### src/rtl/dram_cmd_scheduler.sv
// In-order request queue feeding a closed-page DDR command sequencer.
// Every request issues ACT, RD/WR, PRE separated by fixed controller-clock gaps.
module dram_cmd_scheduler #(
    parameter int unsigned ADDRESS_WIDTH = 32,
    parameter int unsigned DEPTH         = 16,
    parameter int unsigned T_RCD         = 24,
    parameter int unsigned T_CL          = 24,
    parameter int unsigned T_CWL         = 20,
    parameter int unsigned T_BURST       = 4,
    parameter int unsigned T_RP          = 24
) (
    input  logic                     clk,
    input  logic                     rst_n,
    input  logic                     op_ready_s,
    input  logic [1:0]               opcode,
    input  logic [ADDRESS_WIDTH-1:0] address,
    output logic                     queue_full,
    output logic [$clog2(DEPTH):0]   queue_count,
    output logic                     cmd_valid,
    output logic [2:0]               cmd,
    output logic [1:0]               bank_group,
    output logic [1:0]               bank,
    output logic [13:0]              row,
    output logic [7:0]               col,
    output logic                     busy
);
    localparam int unsigned PTR_W   = $clog2(DEPTH);
    localparam int unsigned ENTRY_W = 28;

    localparam logic [PTR_W:0]   FULL_COUNT = (PTR_W + 1)'(DEPTH);
    localparam logic [PTR_W:0]   ONE_COUNT  = (PTR_W + 1)'(1);
    localparam logic [PTR_W-1:0] ONE_PTR    = PTR_W'(1);

    // Wait counter reload values: a gap of N clocks between issues spends N-1 cycles waiting.
    localparam logic [7:0] RCD_LOAD = 8'(T_RCD - 2);
    localparam logic [7:0] RD_LOAD  = 8'(T_CL + T_BURST - 2);
    localparam logic [7:0] WR_LOAD  = 8'(T_CWL + T_BURST - 2);
    localparam logic [7:0] RP_LOAD  = 8'(T_RP - 2);

    localparam logic [2:0] S_IDLE      = 3'd0;
    localparam logic [2:0] S_ACT       = 3'd1;
    localparam logic [2:0] S_WAIT_RCD  = 3'd2;
    localparam logic [2:0] S_RW        = 3'd3;
    localparam logic [2:0] S_WAIT_DATA = 3'd4;
    localparam logic [2:0] S_PRE       = 3'd5;
    localparam logic [2:0] S_WAIT_RP   = 3'd6;

    localparam logic [2:0] CMD_NOP = 3'd0;
    localparam logic [2:0] CMD_ACT = 3'd1;
    localparam logic [2:0] CMD_RD  = 3'd2;
    localparam logic [2:0] CMD_WR  = 3'd3;
    localparam logic [2:0] CMD_PRE = 3'd4;

    // Entry layout: {opcode, address[31:6]}; the low six address bits carry no command field.
    logic [ENTRY_W-1:0] mem [DEPTH];
    logic [ENTRY_W-1:0] head_entry;
    logic [PTR_W-1:0]   head_q, tail_q;
    logic [PTR_W:0]     count_d;
    logic               push, pop;
    logic               unused_addr;

    logic [2:0] state_q, state_d;
    logic [7:0] wait_q, wait_d;
    logic       is_write_q;
    logic [2:0] cmd_d;
    logic       busy_d;

    assign unused_addr = ^address[5:0];
    assign head_entry  = mem[head_q];
    assign push        = op_ready_s & ~queue_full;
    assign pop         = (state_d == S_PRE);

    always_comb begin
        count_d = queue_count;
        if (push && !pop) begin
            count_d = queue_count + ONE_COUNT;
        end else if (!push && pop) begin
            count_d = queue_count - ONE_COUNT;
        end
    end

    always_ff @(posedge clk) begin
        if (push) begin
            mem[tail_q] <= {opcode, address[31:6]};
        end
    end

    always_ff @(posedge clk or negedge rst_n) begin
        if (!rst_n) begin
            head_q      <= '0;
            tail_q      <= '0;
            queue_count <= '0;
            queue_full  <= 1'b0;
        end else begin
            if (push) tail_q <= tail_q + ONE_PTR;
            if (pop)  head_q <= head_q + ONE_PTR;
            queue_count <= count_d;
            queue_full  <= (count_d == FULL_COUNT);
        end
    end

    always_comb begin
        state_d = state_q;
        wait_d  = wait_q;
        case (state_q)
            S_IDLE: begin
                if (queue_count != '0) state_d = S_ACT;
            end
            S_ACT: begin
                state_d = S_WAIT_RCD;
                wait_d  = RCD_LOAD;
            end
            S_WAIT_RCD: begin
                if (wait_q == 8'd0) state_d = S_RW;
                else                wait_d  = wait_q - 8'd1;
            end
            S_RW: begin
                state_d = S_WAIT_DATA;
                wait_d  = is_write_q ? WR_LOAD : RD_LOAD;
            end
            S_WAIT_DATA: begin
                if (wait_q == 8'd0) state_d = S_PRE;
                else                wait_d  = wait_q - 8'd1;
            end
            S_PRE: begin
                state_d = S_WAIT_RP;
                wait_d  = RP_LOAD;
            end
            S_WAIT_RP: begin
                if (wait_q == 8'd0) state_d = (queue_count != '0) ? S_ACT : S_IDLE;
                else                wait_d  = wait_q - 8'd1;
            end
            default: state_d = S_IDLE;
        endcase
    end

    always_comb begin
        cmd_d = CMD_NOP;
        case (state_d)
            S_ACT:   cmd_d = CMD_ACT;
            S_RW:    cmd_d = is_write_q ? CMD_WR : CMD_RD;
            S_PRE:   cmd_d = CMD_PRE;
            default: cmd_d = CMD_NOP;
        endcase
    end

    // busy stays up through the clock the FSM re-enters IDLE so the tRP window is covered.
    assign busy_d = (state_d != S_IDLE) || (state_q != S_IDLE);

    always_ff @(posedge clk or negedge rst_n) begin
        if (!rst_n) begin
            state_q    <= S_IDLE;
            wait_q     <= 8'd0;
            is_write_q <= 1'b0;
            cmd_valid  <= 1'b0;
            cmd        <= CMD_NOP;
            busy       <= 1'b0;
            bank_group <= '0;
            bank       <= '0;
            row        <= '0;
            col        <= '0;
        end else begin
            state_q   <= state_d;
            wait_q    <= wait_d;
            cmd_valid <= (cmd_d != CMD_NOP);
            cmd       <= cmd_d;
            busy      <= busy_d;
            if (state_d == S_ACT) begin
                is_write_q <= (head_entry[27:26] == 2'd1);
                bank_group <= head_entry[1:0];
                bank       <= head_entry[3:2];
                col        <= head_entry[11:4];
                row        <= head_entry[25:12];
            end else if (!busy_d) begin
                bank_group <= '0;
                bank       <= '0;
                row        <= '0;
                col        <= '0;
            end
        end
    end

endmodule

### config.mk
export PLATFORM = sky130hd
export DESIGN_NAME = dram_cmd_scheduler
export DESIGN_NICKNAME = d
export VERILOG_FILES = /design/src/rtl/dram_cmd_scheduler.sv
export SDC_FILE = /design/constraint.sdc
export NUM_CORES = 1
export LEC_CHECK = 0
export CAP_MARGIN = 20
export CORE_MARGIN = 2
export CORE_UTILIZATION = 59
export CTS_BUF_LIST = sky130_fd_sc_hd__clkbuf_8
export DETAILED_ROUTE_END_ITERATION = 16
export PLACE_DENSITY_LB_ADDON = 0.2
export SYNTH_ARGS = -nofsm -noshare
export SYNTH_HDL_FRONTEND = slang
export SYNTH_SLANG_ARGS = --single-unit
### constraint.sdc
create_clock -name clk -period 8.38 [get_ports clk]
set_clock_uncertainty 0.1 [all_clocks]
set_input_delay 2.095 -clock clk [delete_from_list [all_inputs] [get_ports clk]]
set_output_delay 2.095 -clock clk [all_outputs]
set_load 0.03 [all_outputs]
# Yosys cells after proc, flatten, opt, wreduce, memory -nomap -nowiden
# Memories as Yosys holds them, arrays and structs flattened.
# Cells that the tools add are included.
[word_totals] register_bits=57 ram_bits=448 in_bits=37 output_inout_bits=37 elab_cells=72 n_memories=1
[mem_list] memory="mem" depth=16 width=28 rd=1 rd_clocked_by_memory_dff=0 write_ports=1 line_no="55" source="logic [ENTRY_W-1:0] mem [DEPTH];"
[op_classes] add_sub_neg=5 n_eq_ne=13 mux=22 bitwise_logic=2 n_reduce_logical=15
[op_table] operator="2-to-1 mux 14 bit" n=2
[op_table] operator="2-to-1 mux 8 bit" n=3
[op_table] operator="case mux 8 bit (3 select lines)" n=1
[op_table] operator="case mux 3 bit (7 select lines)" n=1
[op_table] operator="== test 3 bit, second input constant" n=4
[op_table] operator="2-to-1 mux 3 bit" n=4
[op_table] operator="nonzero test 3 bit" n=4
[op_table] operator="2-to-1 mux 5 bit" n=2
[op_table] operator="== test 3 x 2 -> 1 bit, second input constant" n=3
[op_table] operator="case mux 3 bit (3 select lines)" n=1
[op_table] operator="adder 4 x 1 -> 4 bit, second input constant" n=2
[op_table] operator="zero test 8 bit" n=1
[op_table] operator="subtractor 8 x 1 -> 8 bit, second input constant" n=1
[op_table] operator="== test 3 x 1 -> 1 bit, second input constant" n=2
[op_table] operator="2-to-1 mux 2 bit" n=3
[op_table] operator="adder 5 x 1 -> 5 bit, second input constant" n=1
[op_table] operator="== test 5 bit, second input constant" n=1
[op_table] operator="nonzero test 5 bit" n=1
[op_table] operator="subtractor 5 x 1 -> 5 bit, second input constant" n=1
[op_table] operator="2-to-1 mux 1 bit" n=4
[op_table] operator="2-to-1 mux 4 bit" n=1
[op_table] operator="zero test 3 bit" n=1
[op_table] operator="OR reduction 3 bit" n=1
[op_table] operator="== test 2 x 1 -> 1 bit, second input constant" n=1
[op_table] operator="other kinds (9)" n=11

# Depth between registers and ports, before layout
# Gate-level depths: netlist of the first run.
[logic_depth] word_depth=9 depth_mapped=9 ltp_nobuf=8

# Least setup slack after synthesis of the first run
# OpenSTA, ideal clock, no wires.
[synth_path] path_kind="input-to-reg" start="in op_ready_s" end="mem mem[3][0] (enable)" setup_time_ps=448 arrival_ps=4640 required_time_ps=7832 slack_ps=3192 cell_stages=4 path_buffers=1 path_cell_list="nor2b_1 clkbuf_1 nand2_1 nor3_1"
[synth_between] elab_chain_cells=3
[synth_rtl] element="start: declaration" line_no="14" source="input logic op_ready_s,"
[synth_rtl] element="AND 1 bit" line_no="70" source="assign push = op_ready_s & ~queue_full;"
[synth_rtl] element="2-to-1 mux 1 bit" line_no="83" source="if (push) begin"
[synth_rtl] element="2-to-1 mux 1 bit (implied by the code)" line_no="84" source="mem[tail_q] <= {opcode, address[31:6]};"
[synth_rtl] element="end: declaration" line_no="55"
# Every way passes these cells.

# Final worst setup path of the first run
[layout_path] start="in op_ready_s" end="mem mem[4][21] (enable)"
# Same word-level chain as after synthesis.

==> qor.txt, run 1 <==
Pre-antenna DRT Iters: 5
Worst Setup Start Kind: primary input
Area after DPL: 20700 um2
Post-CTS Setup Repair Bufs: 0
Sequential-to-total area share from yosys stat: 76.8%
Gr usage total: 23.5%
Most frequent cells after synthesis: 448 x edfxtp_1, 131 x mux4_2, 71 x nand2_1
Rows: 66
CP peak stage delay: 960 ps
Tcrit/Tclk final: 53.6%
Met3 wire length: 2930 um
Worst Path Required: 8490 ps
Num CTS Buffers: 78
Finish-stage setup viols: 0
Main synth FF type: edfxtp_1
Post-cts repair resize count: 0
Worst path cell trace: clkdlybuf4s50_1 -> nor2b_1 -> nand2_1 -> nor2_4
Area of the multi-input gates: 4380 um2
Worst hold path class: reg -> reg
Synth top area share: 69.4%
DIE AREA: 34300 um2
Clock transition at path regs: 60 ps
Share of layout cells above drive strength 1: 26.3%
Boundary Pins: 74
Crit path DAT: 4600 ps
Worst-Skew Late Latency: 610 ps
Max Cap Viol: 0
Met1 Wirelength: 16200 um
Antenna Cells: 0
Synth area leader: edfxtp_1
Root Driver: clkbuf_8
Placed cell count: 1404
Metal2 WL: 18300 um
Netlist cell types: 47
RR Startpoint: head_q[0]$_DFFE_PN0P_
I/O Buffers: 67
Uppermost layer routed: met4
Final ANT Viol Nets: 0
Number of vias per cell: 6.05
Count of mapped cells out of synthesis: 918
Initial drt markers: 883
Worst Max-Slew Pin Slew: 1120 ps
Max VDD drop: 0.000232 V
Slew Viols, Final: 0
Final WL: 38200 um
Synth Register Bits: 505
Setup ws final: 3890 ps
Remaining DRCs: 0
RD Place Congestion: 0.729
Max stage delay cell, worst path: nor2_4
Fin area: 22300 um2
Flop-to-flop setup slack: 5110 ps
Register area: 14900 um2
Rel. slew slack: 25.4%
Critical path class: in -> reg
CTS H-tree lvls: 3
Post-CTS Hold Buffers: 0
Hold Vio Cnt, Final: 0
Largest net degree at the start of global routing: 59
Worst setup EP type: flop
Total number of yosys warnings: 0
Longest Clk Path Bufs: 3
Tmin final: 4490 ps
Die W: 185 um
RSZ-0062 raised after global routing: no
Vias in the first global route: 9533
CTS Sinks: 505
Setup TNS: 0 ps
Global-route wire length before repair: 57900 um
Post-synthesis net count: 964
Total leakage power: 7.22 nW
Synthesized area: 19400 um2
Crit-path max FO: 28
Routed WL per cell: 24.6 um
Hold wc startpoint: is_write_q$_DFFE_PN0P_
Core area: 32500 um2
CTS tree: yes
Synth async-reset ratio: 11.3%
Top-count cell post-synth: edfxtp_1
Via count: 9380
Dpl ws: 2870 ps
PwrDens: 294 nW/um2
Top cells by area, synth: edfxtp_1 69%, mux4_2 15%, dfrtp_1 7.4%
Starting Density: 59.7%
Nets: 1091
Layout Cells excl Fill: 1551
Outcome: finished clean
Post-DP HPWL: 20600 um
Grt ovf: 0
Beginning of the critical path: op_ready_s
F_max: 223 MHz
Initial antenna violation count: 0
FILL cells: 2016
Die Y: 185 um
Post-Syn Area per Cell: 21.1 um2
Number of flops mapped to enable cells by yosys: 448
P&R area growth vs syn: 14.9%
Overall Power: 6.56 mW
==> stage by stage <==
stage / util, % / hold slack, ps
after global routing: 68.6 / 418
after global placement: 63.8 / 368
after CTS: 68.5 / 392
after detailed placement: 63.8 / 380
after floorplan: - / 350
final: 68.6 / 394
==> logic make-up (layout without fill, tap and decap cells) <==
kind of cell | count (synthesis) | in the layout | share of synthesized area (%)
DFF | 505 | 505 | 76.8
muxes | 134 | 134 | 15.4
and+or+nand+nor | 133 | 133 | 3.22
AOI/OAI and AO/OA | 62 | 62 | 2.07
buffers and inverters | 59 | 250 | 1.26
xor gates and xnor gates | 16 | 16 | 0.723
adders and majority gates | 9 | 9 | 0.581
==> cells in the final DEF (no fill, tap or decap), types with 4 or more instances in the layout <==
cell             Yosys  layout
nor2_1              26      14
clkdlybuf4s50_1      0      66
clkbuf_8             0      92
inv_1               14      38
mux4_2             131     131
nor4b_1              4       4
nand2_1             71      71
ha_1                 9       9
a21oi_1              4       4
dfrtp_1             57      53
nor3_2               1       4
o211ai_1             4       4
nand2b_1             6       6
xnor2_1             11      11
clkinv_2             0       8
clkinv_1             0      14
xor2_1               5       5
nor2_4               0      12
buf_4                2      21
o21ai_0             32      32
o32ai_1              6       6
edfxtp_1           448     448
==> registers in the layout, summed over array words and instances (netlist names), 2 cells and up <==
name,cells
row,14
head_q,4
col,8
tail_q,4
bank_group,2
mem,448
state_q,3
wait_q,8
queue_count,5
cmd,3
bank,2
==> worst max-delay path: cells and delay by family <==
family                 cells  cell delay [ps]
AND/OR/NAND/NOR            3             2020
buffers and inverters      1              470
==> metal layers <==
metal	up-vias	global-route usage, %
li1	4016	-
met1	4887	35.0
met2	399	36.2
met3	78	4.74
met4	0	6.70
met5	-	0
==> path summary, 6_finish.rpt <==
check | to | cells past startpoint
setup reg to reg | row[2]$_DFFE_PN0P_ | 5
setup / recovery | mem[4][21]$_DFFE_PP_ | 4
hold reg to reg | cmd[0]$_DFF_PN0_ | 1
hold / removal | cmd[0]$_DFF_PN0_ | 1
min in group asynchronous | col[2]$_DFFE_PN0P_ | 2
max in group asynchronous | head_q[0]$_DFFE_PN0P_ | 2
==> power breakdown <==
part           switching (mW)  internal (mW)
clock                   0.935           1.01
sequential              0.179           3.08
combinational           0.777          0.581
==> layout make-up <==
type | count | share of cell area [%]
Tap cell | 442 | 2.48
Timing Repair Buffer | 92 | 4.01
Sequential cell | 505 | 66.8
Clock inverter | 52 | 1.11
Clock buffer | 92 | 5.68
Multi-Input combinational cell | 354 | 19.7
Inverter | 14 | 0.236
No activity file was read; power rests on OpenSTA's default activity.
==> run 2, diff against run 1 <==
==> constraint.sdc (replaced) <==
create_clock -name clk -period 4.67 [get_ports clk]
set_clock_uncertainty 0.1 [all_clocks]
set_input_delay 1.1675 -clock clk [delete_from_list [all_inputs] [get_ports clk]]
set_output_delay 1.1675 -clock clk [all_outputs]
set_load 0.03 [all_outputs]
==> qor.txt, run 2 (synthesized netlist as in run 1, its figures left out) <==
Global-route wire length before repair: 58100 um
I/O Buffers: 67
PwrDens: 531 nW/um2
Commonest non-fill, non-tap cells in the layout: 448 x edfxtp_1, 131 x mux4_2, 87 x clkbuf_8, 71 x nand2_1, 66 x clkdlybuf4s50_1
Met1 Wirelength: 16200 um
Largest registers: mem x448, row x14
Commonest non-fill, non-tap cell in the layout: edfxtp_1
Crit-path max FO: 13
Nets: 1102
Routed WL per cell: 24.7 um
Root Driver: clkbuf_8
Largest register by flop count: mem
Sw Ratio: 28.4%
Initial drt markers: 926
CP peak stage delay: 570 ps
Finish-stage setup viols: 0
P_int: 8.55 mW
Worst Max-Slew Pin Slew: 1090 ps
Remaining DRCs: 0
Hold slack: 383 ps
Share of layout cells above drive strength 1: 26.1%
DIE AREA: 34300 um2
Starting Density: 59.7%
Tcrit/Tclk final: 70.9%
Post-DP HPWL: 21300 um
Max VDD drop: 0.000330 V
NetSw: 3.39 mW
Die Y: 185 um
Setup TNS: 0 ps
Worst setup EP type: flop
RSZ-0062 raised after global routing: no
Clock transition at path regs: 60 ps
F_max: 302 MHz
Crit path DAT: 3500 ps
Metal2 WL: 18900 um
Vias in the first global route: 9353
Longest Clk Path Bufs: 3
Via count: 9341
Uppermost layer routed: met4
Number of flip-flops under the largest register name: 448
Critical path class: in -> reg
Total leakage power: 7.34 nW
Final WL: 38600 um
Post-CTS Hold Buffers: 0
Rows: 66
CTS tree: yes
Antenna Cells: 0
Clock power frac: 30.1%
Die W: 185 um
Final core occ: 69.3%
Num CTS Buffers: 80
P&R area growth vs syn: 16.0%
Worst path cell trace: clkdlybuf4s50_1 -> nor2b_1 -> nand2_1 -> nor2_4 -> buf_4
CTS Sinks: 505
Met3 wire length: 2800 um
Initial antenna violation count: 0
Gr usage total: 23.6%
Outcome: finished clean
Core area: 32500 um2
Worst Path Required: 4860 ps
Worst-Skew Late Latency: 600 ps
Rel. slew slack: 27.6%
Buf/Inv on CP: 2
Post-CTS Setup Repair Bufs: 0
CTS H-tree lvls: 3
Number of vias per cell: 5.97
Worst Setup Start Kind: primary input
Cell family with most CP delay: simple AND/OR/NAND/NOR gates
Post-cts repair resize count: 0
Boundary Pins: 74
Max stage delay cell, worst path: nor2_4
Worst hold path class: reg -> reg
Hold Vio Cnt, Final: 0
Tmin final: 3310 ps
Largest net degree at the start of global routing: 70
RD Place Congestion: 0.734
Logic pwr share: 20.8%
Reg power frac: 49.1%
Slew Viols, Final: 0
Grt ovf: 0
Final ANT Viol Nets: 0
Pre-antenna DRT Iters: 5
Max Cap Viol: 0
==> run 2: cell count changes in the layout (fill, tap and decap cells not counted), moves of 2 or more <==
cell / before / now
buf_12: 1 / 10
buf_4: 21 / 23
buf_6: 2 / 0
bufinv_16: 0 / 4
clkbuf_8: 92 / 87
clkinv_1: 14 / 19
clkinv_2: 8 / 5
clkinvlp_4: 3 / 0
inv_1: 38 / 45
==> run 2: worst register-to-register path, delay by kind of cell (launching register included) <==
family                 cells  cell delay (ps)
AO/OA/AOI/OAI              1              100
buffers and inverters      1              490
flip-flops                 1              920
multiplexers               2             1100
AND/OR/NAND/NOR            1               90
==> run 2: cell type report <==
cell class / instances / area [um2]
well taps: 442 / 553
repair buffers: 101 / 1070
fillers: 1957 / 9970
multi-input cells: 354 / 4380
clock inverters: 61 / 350
flip-flops and latches: 505 / 14900
inverters: 14 / 52.6
clock buffers: 87 / 1200
==> run 2: layer usage <==
metal	GRT usage, %	vias up
li1	-	4042
met1	33.7	4856
met2	37.0	378
met3	5.70	65
met4	7.08	0
met5	0	-
==> run 2: per-stage QoR <==
stage               setup slack (ps)  cell area [um2]  power, mW  std cells
global placement                 794            20900       8.39       1415
detailed placement               795            20900       8.46       1415
global route                    1300            22500       12.5       1564
floorplan                        410            19400       7.48        918
CTS                             1430            22500       12.1       1563
finish                          1360            22500       11.9       1564
==> run 2: final timing paths <==
path                                        startpoint                    end  slack, ps  cells after the start
min in group asynchronous                        rst_n  head_q[0]$_DFFE_PN0P_        510                      1
worst max register to register   head_q[0]$_DFFE_PN0P_     row[5]$_DFFE_PN0P_       1720                      5
worst max-delay path                        op_ready_s   mem[8][17]$_DFFE_PP_       1360                      5
worst min register to register  is_write_q$_DFFE_PN0P_       cmd[0]$_DFF_PN0_        380                      1
max in group asynchronous                        rst_n  wait_q[0]$_DFFE_PN0P_       3170                      3
worst min-delay path            is_write_q$_DFFE_PN0P_       cmd[0]$_DFF_PN0_        380                      1
==> run 2: power groups by stage <==
stage / Sequential [mW] / Clock, mW / Combinational [mW]
detailed placement: 5.95 / 0 / 2.51
CTS: 5.87 / 3.66 / 2.52
global route: 5.92 / 3.85 / 2.69
global placement: 5.92 / 0 / 2.47
finish: 5.86 / 3.59 / 2.49
floorplan: 6.06 / 0 / 1.42
